[config.mk]
export PLATFORM = sky130hd
export DESIGN_NAME = bitstream_window
export DESIGN_NICKNAME = d
export VERILOG_FILES = /design/src/rtl/bitstream_window.sv
export SDC_FILE = /design/constraint.sdc
export NUM_CORES = 1
export LEC_CHECK = 0
export CORE_MARGIN = 2
export CORE_UTILIZATION = 30
export DETAILED_ROUTE_END_ITERATION = 16
export GPL_TIMING_DRIVEN = 0
export PLACE_DENSITY = 0.49
export SETUP_SLACK_MARGIN = 0.05
export SLEW_MARGIN = 10
export SYNTH_ARGS = -nofsm -noshare
export SYNTH_HDL_FRONTEND = slang
export SYNTH_SLANG_ARGS = --single-unit
[constraint.sdc]
create_clock -name Clk -period 5 [get_ports Clk]
set_input_delay 1 -clock Clk [delete_from_list [all_inputs] [get_ports Clk]]
set_output_delay 1 -clock Clk [all_outputs]
set_load 0.01 [all_outputs]
[src/rtl/bitstream_window.sv]
// bitstream_window: 64-bit left-aligned bit buffer feeding the CAVLC decoders.
// Accepts 32-bit words MSB-first and exposes the next 16 unconsumed bits as a
// register slice. A variable shift of 0..16 bits can be applied in the same
// cycle as a word load.
module bitstream_window (
   input  logic        Clk,
   input  logic        nReset,
   input  logic        Flush,
   input  logic [31:0] InData,
   input  logic        InValid,
   output logic        InReady,
   output logic [15:0] BitstreamShifted,
   output logic        WindowValid,
   input  logic [4:0]  NumShift,
   input  logic        ShiftEn,
   output logic [6:0]  BitCount,
   output logic [31:0] BitPos,
   output logic        ShiftError
);

   // Buffer state. r_buf is left-aligned (bit 63 oldest), and bits below
   // 64-r_cnt are kept at zero so an incoming word can simply be OR-ed in.
   logic [63:0] r_buf;
   logic [6:0]  r_cnt;
   logic [31:0] r_pos;
   logic        r_err;

   logic        w_legal;
   logic        w_illegal;
   logic        w_load;
   logic [4:0]  w_s;
   logic [6:0]  w_cnt_post;
   logic [63:0] w_buf_post;
   logic [63:0] w_word_aligned;

   // Ready depends only on fill level and Flush, so producers never see a
   // combinational path from the consumer's ShiftEn.
   assign InReady = (r_cnt <= 7'd32) && !Flush;

   // Outputs are direct register taps; the window has no logic in front of it.
   assign BitstreamShifted = r_buf[63:48];
   assign WindowValid      = (r_cnt >= 7'd16);
   assign BitCount         = r_cnt;
   assign BitPos           = r_pos;
   assign ShiftError       = r_err;

   // Decode the shift request, form the post-shift buffer and align the new word.
   always_comb begin
      w_legal        = ShiftEn && (NumShift <= 5'd16) && ({2'b00, NumShift} <= r_cnt);
      w_illegal      = ShiftEn && !w_legal;
      w_s            = w_legal ? NumShift : 5'd0;
      w_cnt_post     = r_cnt - {2'b00, w_s};
      w_buf_post     = r_buf << w_s;
      // A load only happens when r_cnt <= 32, so w_cnt_post <= 32 and the
      // word always lands fully inside the 64-bit buffer.
      w_word_aligned = {InData, 32'h0000_0000} >> w_cnt_post;
      w_load         = InValid && InReady;
   end

   // State update: Flush clears everything; otherwise shift, then append the word.
   always_ff @(posedge Clk or negedge nReset) begin
      if (!nReset) begin
         r_buf <= '0;
         r_cnt <= '0;
         r_pos <= '0;
         r_err <= 1'b0;
      end else if (Flush) begin
         r_buf <= '0;
         r_cnt <= '0;
         r_pos <= '0;
         r_err <= 1'b0;
      end else begin
         r_buf <= w_load ? (w_buf_post | w_word_aligned) : w_buf_post;
         r_cnt <= w_load ? (w_cnt_post + 7'd32) : w_cnt_post;
         r_pos <= r_pos + {27'd0, w_s};
         if (w_illegal) begin
            r_err <= 1'b1;
         end
      end
   end

endmodule
==> flow_metrics.py <==
metrics = {
    "status": {
        "status": "finished clean",
    },
    "global_route": {
        "grtUsageTotal_pct": 32.98,
        "grt_max_degree": 69,
        "grt_pass1_wl_um": 91820,
        "antenna_found_initial": 4,
        "grt_pass1_vias": 12840,
        "grt-ovfl-total": 0,
    },
    "routing": {
        "num_vias": 13220,
        "wl_um": 63650,
        "drt_iter0_markers": 1961,
        "drtAntennaViolNets": 0,
        "wl_per_cell_um": 31.95,
        "drt_pass1_iterations": 7,
        "drt-vias-per-instance": 6.639,
        "route.detailed.drc": 0,
    },
    "critical_path": {
        "cp_top_family": "compound AO/OA/AOI/OAI gates",
        "worst_path_largest_cell_delay_ns": 0.40,
        "cpMaxStageDelayCell": "o32a_1",
        "cp.arrival_ns": 5.22,
        "path_buf_inv": 7,
        "crit_fanout": 11,
        "r2r_setup_slack_ns": 0.25,
        "crit_path_start_kind": "input pin",
        "critPathCaptureType": "register",
        "required_ns": 5.29,
        "worstSetupPathType": "in -> reg",
        "crit_start": "NumShift[4]",
        "cp_common_cell": "buf_4",
        "cp_cell_sequence": "buf_6 > ha_4 > and4bb_2 > and4_4 > o31ai_4 > nor2_4 > clkinv_4 > buf_12 > ha_1 > nor2b_1 > o31a_1 > buf_4 > o311ai_4 > buf_4 > nand2_4 > buf_12 > buf_4 > o32a_1 > a21oi_2",
        "reg2reg_from": "BitCount[4]",
    },
    "sta": {
        "hold_ws_ns": 0.5089,
        "fin_crit_sh_pct": 98.74,
        "max_slew_margin_pct": 32.04,
        "fin_worst_skew_ns": 0.01704,
        "setup_ws_ns": 0.06314,
        "fmaxAchievable_mhz": 202.6,
        "worstMarginPinSlew_ns": 1.019,
        "period_needed_ns": 4.937,
        "grt_setup_unrepaired": "yes",
        "final-setup-viol-count": 0,
        "timing.final.max_slew_violations": 0,
        "hold_viol_final": 0,
    },
    "logic_synthesis": {
        "yosysTopAreaCell": "dfrtp_1",
        "syn_nets": 1421,
        "synth_edf_count": 0,
        "synthesis.area_um2": 10920,
        "async_reset_ff_share_pct": 100.0,
        "yosysSeqAreaShare_pct": 23.83,
        "yosys_warnings": 0,
        "yosys.area.top_type_share_pct": 23.83,
        "avgSynthCellArea_um2": 8.017,
        "ys_ff_latch": 104,
        "yosys-top-cells-area": "dfrtp_1 24%, mux2i_1 7.9%, mux4_2 6.6%",
        "synth_flop_cell": "dfrtp_1",
        "synth_cell_types": 84,
        "synthCells": 1362,
    },
    "final_layout": {
        "drive_above_1_share_pct": 23.48,
        "instances_no_fill": 1992,
        "final_core_util_pct": 40.64,
        "syn_to_final_growth_pct": 33.02,
        "nets": 1583,
    },
    "place": {
        "port-buffer-count": 98,
        "hpwl_um": 48390,
        "placed_cells": 1922,
        "place_ws_ns": -2.723,
        "gp_congestion": 1.036,
    },
    "power_and_ir_drop": {
        "p_per_area_nw_per_um2": 681.3,
        "leakage_nw": 5.504,
        "internal_power_mw": 4.457,
        "power_frac_seq_pct": 14.7,
        "comb_power_share_pct": 77.5,
        "p_total_mw": 9.895,
        "p_switching_mw": 5.438,
        "p_sw_share_pct": 54.95,
        "p_clk_share_pct": 7.8,
        "peakVddDrop_mv": 0.3585,
    },
    "job": {
        "maxCapViolations": 0,
    },
    "hold_path": {
        "min_path_type": "in -> async",
    },
    "die": {
        "ios": 100,
        "die_w_um": 194.8,
        "core_um2": 35740,
        "rows": 69,
        "start_util_pct": 30.55,
        "dieArea_um2": 37940,
        "chipHeight_um": 194.8,
    },
    "clock_network": {
        "cts_tree": "yes",
        "insertion_delay_ns": 0.39,
        "clock_sinks": 104,
        "clk_path_buf_depth": 2,
        "root_buffer": "clkbuf_16",
        "path_clk_slew_ns": 0.10,
        "htree_num_levels": 3,
        "cts_buffers": 9,
    },
}
==> per-stage QoR <==
stage | setup TNS (ns) | instance area, um2
CTS | 0 | 14090
global route | 0 | 14520
detailed placement | -188.88 | 12710
finish | 0 | 14530
floorplan | -4.243 | 11130
global placement | -362.85 | 12680
==> cells in the mapped netlist, drive strengths merged, types with 8 or more instances <==
cell and instances:
mux4 32, mux2 20, and3 18, ha 15, a211oi 29, nand3 35, a22oi 30, o31ai 8
inv 34, buf 66, xnor2 11, nand2b 8, o2bb2ai 9, o21ai 94, a2bb2oi 10, a21oi 102
o221ai 14, a21o 11, o32ai 11, a221oi 20, and2 15, o21a 9, a21boi 10, clkbuf 66
nor2 127, o22ai 47, nand2 133, o211ai 17, mux2i 86, nor2b 9, or3 12, dfrtp 104
xor2 16, a31oi 32, nor3 19
==> cells in the final DEF (no fill, tap or decap), types with 9 or more instances in the layout <==
master           instances
a211oi_1                22
a21boi_0                10
a21o_1                  10
a21oi_1                 88
a21oi_2                 11
a221oi_1                12
a22oi_1                 23
a31oi_1                 29
and2_1                  11
and3_1                  18
buf_1                   10
buf_2                   13
buf_4                   81
buf_6                   12
clkbuf_1                45
clkbuf_16               11
clkbuf_2                10
clkdlybuf4s50_1         92
dfrtp_1                104
inv_1                   31
mux2_2                  15
mux2i_1                 44
mux2i_2                 24
mux2i_4                 18
mux4_2                  32
nand2_1                129
nand3_1                 32
nor2_1                 116
nor3_1                  16
o211ai_1                16
o21a_1                   9
o21ai_0                 79
o21ai_1                  9
o221ai_1                14
o22ai_1                 42
o32ai_1                 11
or3_1                   12
xnor2_1                 10
xor2_1                  15
==> flip-flops by register name (all words and copies together), names as in the netlist <==
signal      flops
r_buf          64
BitPos         32
BitCount        7
ShiftError      1
==> routing by layer <==
layer	global-route usage [%]	up-vias	part of all wire, %
met4	16.45	4	5.7
li1	-	5503	-
met2	50.78	951	44
met1	43.26	6529	40
met3	7.860	237	10
met5	0	-	0.039
==> logic make-up (layout without fill, tap and decap cells) <==
group | count (synthesis) | after routing | synth area share (%)
buffers and inverters | 170 | 337 | 7.036
multiplexers | 138 | 138 | 16.55
flip-flops | 104 | 104 | 23.83
other | 0 | 2 | 0
AO/OA/AOI/OAI | 505 | 505 | 31.57
AND/OR/NAND/NOR | 401 | 401 | 16.76
XOR/XNOR | 27 | 27 | 2.166
adder cells (fa/ha/maj) | 17 | 17 | 2.085
==> worst reg2reg max path: stages, from the launching register on <==
cell	delay [ns]
dfrtp_1	0.45
inv_1	0.11
ha_4	0.29
and4bb_2	0.25
and4_4	0.27
o31ai_4	0.10
nor2_4	0.25
clkinv_4	0.16
buf_12	0.20
ha_1	0.27
nor2b_1	0.15
o31a_1	0.34
buf_4	0.16
o311ai_4	0.38
buf_4	0.20
nand2_4	0.09
buf_12	0.15
buf_4	0.14
o32a_1	0.40
a21oi_2	0.28
==> power groups by stage <==
stage | Clock [mW] | Combinational [mW] | Sequential (mW)
final | 0.772 | 7.67 | 1.45
after global routing | 0.817 | 7.91 | 1.46
after floorplan | 0 | 3.62 | 1.26
after detailed placement | 0 | 5.70 | 1.42
after global placement | 0 | 5.74 | 1.44
after CTS | 0.790 | 7.04 | 1.41
==> timing repair <==
| item | 4_1_cts | 5_1_grt |
|---|---|---|
| pin swaps | 17 | 26 |
| gates cloned | 2 | 1 |
| hold buffers | 0 | 0 |
| resized for setup | 193 | 68 |
| setup endpoints to repair | 99 | 69 |
| setup buffers | 36 | 22 |
==> cell type report <==
type | instances | area (um2)
tap | 461 | 576.8
inverter | 38 | 165.2
clock inverter | 7 | 85.08
fill | 3727 | 21220
buffer | 123 | 788.3
multi-input combinational | 1088 | 8499
timing repair buffer | 160 | 1578
clock buffer | 9 | 225.2
antenna | 2 | 5.005
sequential | 104 | 2603
==> worst paths after layout <==
path,to,cells past startpoint
hold / removal,r_buf[31],1
setup reg to reg,r_buf[31],19
hold reg to reg,ShiftError,2
max in group asynchronous,BitPos[4],2
min in group Clk,ShiftError,2
setup / recovery,r_buf[31],19
No activity file was read; power rests on OpenSTA's default activity.
